==> config.mk <==
export PLATFORM = sky130hd
export DESIGN_NAME = uart_loader
export DESIGN_NICKNAME = d
export VERILOG_FILES = /design/src/rtl/uart_loader.sv
export SDC_FILE = /design/constraint.sdc
export NUM_CORES = 1
export LEC_CHECK = 0
export CORE_UTILIZATION = 48
export CTS_CLUSTER_SIZE = 28
export DETAILED_ROUTE_END_ITERATION = 10
export PLACE_DENSITY = 0.68
export SLEW_MARGIN = 10
export SYNTH_ARGS = -nofsm -noshare
export SYNTH_HDL_FRONTEND = slang
export SYNTH_SLANG_ARGS = --single-unit
==> constraint.sdc <==
create_clock -name clk -period 4.9 [get_ports clk]
set_input_delay 0.98 -clock clk [delete_from_list [all_inputs] [get_ports clk]]
set_output_delay 0.98 -clock clk [all_outputs]
set_load 0.05 [all_outputs]
==> src/rtl/uart_loader.sv <==
// uart_loader: UART 8N1 frame receiver that writes a length-prefixed word image into data memory.
module uart_loader #(
    parameter int DW      = 16,
    parameter int AW      = 16,
    parameter int DP      = 1024,
    parameter int CLK_DIV = 868
) (
    input  logic          clk,
    input  logic          rst,
    input  logic          rx,
    output logic [AW-1:0] mem_addr,
    output logic [DW-1:0] mem_din,
    output logic          mem_we,
    output logic          cpu_hold,
    output logic          load_done,
    output logic          err
);
    typedef enum logic [1:0] {RX_IDLE, RX_START, RX_DATA, RX_STOP} rx_t;
    typedef enum logic [2:0] {F_HDR, F_LENH, F_LENL, F_WHI, F_WLO} fr_t;
    localparam int BW = $clog2(CLK_DIV);
    localparam logic [BW-1:0] L_FULL = BW'(CLK_DIV - 1);
    localparam logic [BW-1:0] L_HALF = BW'(CLK_DIV / 2 - 1);
    logic          r_rx_meta, r_rx_sync;
    rx_t           r_rx_st;
    logic [BW-1:0] r_baud;
    logic [2:0]    r_bit;
    logic [7:0]    r_shift, r_byte;
    logic          r_byte_valid, r_frm_err;
    fr_t           r_fs;
    logic [15:0]   r_len, r_idx;
    logic [7:0]    r_hi;
    logic [15:0]   w_len, w_idx_nx;
    assign w_len    = {r_len[15:8], r_byte};
    assign w_idx_nx = r_idx + 16'd1;
    // Byte receiver: start bit re-checked at mid-bit, data and stop sampled at bit centres.
    always_ff @(posedge clk) begin
        if (rst) begin
            r_rx_meta    <= 1'b1;
            r_rx_sync    <= 1'b1;
            r_rx_st      <= RX_IDLE;
            r_baud       <= '0;
            r_bit        <= '0;
            r_shift      <= '0;
            r_byte       <= '0;
            r_byte_valid <= 1'b0;
            r_frm_err    <= 1'b0;
        end else begin
            r_rx_meta    <= rx;
            r_rx_sync    <= r_rx_meta;
            r_byte_valid <= 1'b0;
            r_frm_err    <= 1'b0;
            case (r_rx_st)
                RX_IDLE: begin
                    r_baud <= '0;
                    if (!r_rx_sync) r_rx_st <= RX_START;
                end
                RX_START: begin
                    if (r_baud == L_HALF) begin
                        r_baud  <= '0;
                        r_bit   <= '0;
                        r_rx_st <= r_rx_sync ? RX_IDLE : RX_DATA;
                    end else r_baud <= r_baud + 1'b1;
                end
                RX_DATA: begin
                    if (r_baud == L_FULL) begin
                        r_baud  <= '0;
                        r_shift <= {r_rx_sync, r_shift[7:1]};
                        r_bit   <= r_bit + 3'd1;
                        if (r_bit == 3'd7) r_rx_st <= RX_STOP;
                    end else r_baud <= r_baud + 1'b1;
                end
                RX_STOP: begin
                    if (r_baud == L_FULL) begin
                        r_baud       <= '0;
                        r_byte       <= r_shift;
                        r_byte_valid <= r_rx_sync;
                        r_frm_err    <= !r_rx_sync;
                        r_rx_st      <= RX_IDLE;
                    end else r_baud <= r_baud + 1'b1;
                end
                default: r_rx_st <= RX_IDLE;
            endcase
        end
    end
    always_ff @(posedge clk) begin
        if (rst) begin
            r_fs      <= F_HDR;
            r_len     <= '0;
            r_idx     <= '0;
            r_hi      <= '0;
            mem_addr  <= '0;
            mem_din   <= '0;
            mem_we    <= 1'b0;
            cpu_hold  <= 1'b0;
            load_done <= 1'b0;
            err       <= 1'b0;
        end else begin
            mem_we <= 1'b0;
            err    <= 1'b0;
            if (r_frm_err) begin
                err <= 1'b1;
                if (r_fs != F_HDR) begin
                    cpu_hold <= 1'b0;
                    r_fs     <= F_HDR;
                end
            end else if (r_byte_valid) begin
                case (r_fs)
                    F_HDR: begin
                        if (r_byte == 8'hA5) begin
                            r_fs      <= F_LENH;
                            cpu_hold  <= 1'b1;
                            load_done <= 1'b0;
                        end
                    end
                    F_LENH: begin
                        r_len[15:8] <= r_byte;
                        r_fs        <= F_LENL;
                    end
                    F_LENL: begin
                        r_len[7:0] <= r_byte;
                        if (w_len == 16'd0) begin
                            load_done <= 1'b1;
                            cpu_hold  <= 1'b0;
                            r_fs      <= F_HDR;
                        end else if ({16'd0, w_len} > DP) begin
                            err      <= 1'b1;
                            cpu_hold <= 1'b0;
                            r_fs     <= F_HDR;
                        end else begin
                            r_idx <= '0;
                            r_fs  <= F_WHI;
                        end
                    end
                    F_WHI: begin
                        r_hi <= r_byte;
                        r_fs <= F_WLO;
                    end
                    F_WLO: begin
                        mem_we   <= 1'b1;
                        mem_addr <= AW'(r_idx);
                        mem_din  <= DW'({r_hi, r_byte});
                        r_idx    <= w_idx_nx;
                        if (w_idx_nx == r_len) begin
                            load_done <= 1'b1;
                            cpu_hold  <= 1'b0;
                            r_fs      <= F_HDR;
                        end else r_fs <= F_WHI;
                    end
                    default: r_fs <= F_HDR;
                endcase
            end
        end
    end
endmodule

==> results.md <==
- Status: finished, final reports clean
- Global-route wire length before repair: 18.46 mm
- Skew final: 0.01407 ns
- Worst Setup Start Kind: register
- Fin crit period: 3.037 ns
- Post-synth top area cell: dfxtp_1
- Reg2reg end: r_idx[14]$_SDFFE_PP0P_
- Met3 Routed Length: 341 um
- Final Net Count: 632
- Pwr Density: 368.0 mW/mm^2
- Vias in the first global route: 3908
- RSZ-0062 raised after global routing: false
- Filler Cells Inserted: 912
- Synth warn: 0
- CTS hold repair buffers: 0
- Top sig layer: met4
- Initial DRC Count: 286
- Critical path class: register to register
- R2R cell count: 8
- Final WL: 10.80 mm
- Full die area: 0.01090 sq mm
- Hold depth: 1
- Slew Limit Fails: 0
- Synth cell types: 51
- DRC Markers: 0
- P&R area growth vs syn: 20.14%
- Critical Path RT: 5.26 ns
- Leakage: 2.143 nW
- Total CTS buffers: 17
- R2r startpoint: r_byte[1]$_SDFFE_PP0P_
- # resized after CTS: 0
- Initial antenna violation count: 0
- WL met1: 5.127 mm
- Row Count: 37
- Largest net degree at the start of global routing: 108
- Final hold violation count: 0
- Mapped Area: 0.005031 sq mm
- NetSw: 0.4619 mW
- #FFs+latches synth: 114
- Max clock buf depth: 2
- Routability Congestion: 0.8908
- Post-CTS Setup Inserts: 0
- TritonRoute pass-1 iters: 4
- Fmax: 329.3 MHz
- Most instantiated cells after synthesis: 114 x dfxtp_1, 101 x nand2_1, 85 x nor2_1, 56 x a21oi_1
- Worst hold slack: 0.4044 ns
- Seq/Total Area, Yosys: 45.36%
- Worst hold endpoint: r_rx_sync$_SDFF_PP1_
- Int Power: 1.762 mW
- Area contributors post-synth: dfxtp_1 45%, nand2_1 7.5%, mux2i_1 6.8%
- Total grt overflow: 0
- Via density per instance: 5.398
- Setup violators final: 0
- Post-synth EDFFs: 0
- IO Pins: 39
- Asr flop ratio synth: 0%
- Total GRT Usage: 20.83%
- Worst-path clk slew: 0.06 ns
- Sink Count: 114
- Syn_nets: 615
- Via count: 4173
- Port bufs: 38
- Final std cells w/o fill: 773
- Clock Latency Late Sink: 0.52 ns
- DR WL met2: 5.154 mm
- Switching Share: 20.77%
- Finished Core Util: 59.08%
- Clock power frac: 57.3%
- Post-route ant nets: 0
- Core ar.: 0.01023 sq mm
- Root Buffer: clkbuf_8
- Placed insts: 741
- Relative slew slack: 31.41%
- Worst hold start: r_rx_meta$_SDFF_PP1_
- Mapped Cells: 607
- Maxcap violations: 0
- Wire length per cell: 13.97 um
- R2r setup slk: 1.86 ns
- Least-Margin Pin Slew: 1.029 ns
- TNS Setup: 0 ns
- Top FF cell, synth: dfxtp_1
- CTS H-tree depth: 4
- HPWL after DPL: 7.011 mm
- Worst Hold Class: register to register
- Die width: 104.4 um
- Most common cell in the netlist: dfxtp_1
- WP data arrival: 3.39 ns
- Tcrit/Tclk final: 61.97%
- Initial Utilization: 49.17%
- Setup crit end kind: register
- Combinational share of power: 0.9%
- Die Ht: 104.4 um
- VDD IR-drop max: 0.2338 mV
- Reg power frac: 41.8%
- Share of the synthesized area in the top cell type: 45.36%
- Layout cells sized above 1: 8.791%
- CTS tree: done
- Peak fanout along the critical path: 15
- Ant diodes: 0
- Syn Area/Cell: 8.288 sq um
[sequential cells by signal (all words and copies together), names as in the netlist, named ones only]
name and count:
cpu_hold 1, err 1, load_done 1, mem_addr 16
mem_din 16, mem_we 1, r_baud 10, r_bit 3
r_byte 8, r_byte_valid 1, r_frm_err 1, r_fs 3
r_hi 8, r_idx 16, r_len 16, r_rx_meta 1
r_rx_st 1, r_rx_sync 1, r_shift 8
[cell families after synthesis]
logic type	synth area share (%)
simple gates	24.75
flops	45.36
compound gates	12.29
buf+inv	4.153
mux	6.988
xor+xnor	5.223
fa+ha+maj	1.243
[metrics by stage]
stage | power, mW | area (sq um) | setup slack, ns
6_report | 2.224 | 6045 | 1.863
4_1_cts | 2.246 | 6045 | 1.842
5_1_grt | 2.294 | 6045 | 1.579
3_5_place_dp | 0.9701 | 5425 | 1.842
3_3_place_gp | 0.9701 | 5425 | 1.878
2_1_floorplan | 0.9670 | 5031 | 2.487
[power groups by stage]
stage	Sequential (mW)	Combinational, mW	Clock (mW)
2_1_floorplan	0.950	0.0172	0
3_3_place_gp	0.951	0.0196	0
3_5_place_dp	0.951	0.0195	0
4_1_cts	0.930	0.0196	1.30
5_1_grt	0.930	0.0219	1.34
6_report	0.931	0.0197	1.27
[placed cells by master, fill, tap and decap left out, types with 4 or more instances in the layout]
cell             netlist  layout
dfxtp_1              114     114
nand2_1              101     101
nor2_1                85      84
a21oi_1               56      56
clkdlybuf4s50_1        0      37
mux2i_1               34      34
nand3_1               20      20
xnor2_1               17      17
clkbuf_16              0      16
nor3_1                13      13
xor2_1                13      13
nand4_1               11      11
a22oi_1                7       7
o21ai_0                7       7
inv_1                  6       6
nor3b_1                5       5
or4_1                  5       5
a31oi_1                5       5
ha_1                   5       5
buf_4                  1       5
nor2b_1                4       4
or2_2                  4       4
bufinv_16              0       4
[how the worst max path moves through the flow]
| stage | startpoint | end | slack (ns) | depth (start not counted) |
|---|---|---|---|---|
| final | r_byte[1]$_SDFFE_PP0P_ | r_idx[14]$_SDFFE_PP0P_ | 1.86 | 8 |
| after global routing | r_byte[1]$_SDFFE_PP0P_ | r_idx[14]$_SDFFE_PP0P_ | 1.58 | 8 |
| after CTS | r_byte[1]$_SDFFE_PP0P_ | r_idx[14]$_SDFFE_PP0P_ | 1.84 | 8 |
| after detailed placement | r_byte[1]$_SDFFE_PP0P_ | r_idx[14]$_SDFFE_PP0P_ | 1.84 | 8 |
| after global placement | r_byte[1]$_SDFFE_PP0P_ | r_idx[14]$_SDFFE_PP0P_ | 1.88 | 8 |
| after floorplan | r_idx[5]$_SDFFE_PP0P_ | r_fs[1]$_SDFFE_PP0P_ | 2.49 | 9 |
[area by class of cell]
class                      count  area (sq um)  area share (%)
clock inverter                15         205.2           3.395
inverter                       6         22.52          0.3726
multi-input combinational    443          2542           42.06
tap                          136         170.2           2.815
timing repair buffer          42         407.9           6.748
sequential                   114          2282           37.76
clock buffer                  17         414.1           6.852
[worst max-delay path, stage by stage, from the launching register on]
cell and delay [ns]:
dfxtp_1 0.36, or4_1 0.56, or4_4 0.52, nand2_2 0.10, a31oi_1 0.09, nor3_2 0.77, o21ai_0 0.21, a22oi_1 0.23
nor2_1 0.05
[per-layer routing]
layer / up-vias / GRT usage (%)
met1: 1961 / 26.84
met4: 0 / 8.571
met2: 79 / 33.49
li1: 2114 / -
met5: - / 0
met3: 19 / 4.825
Power figures use the tool's default switching activity.
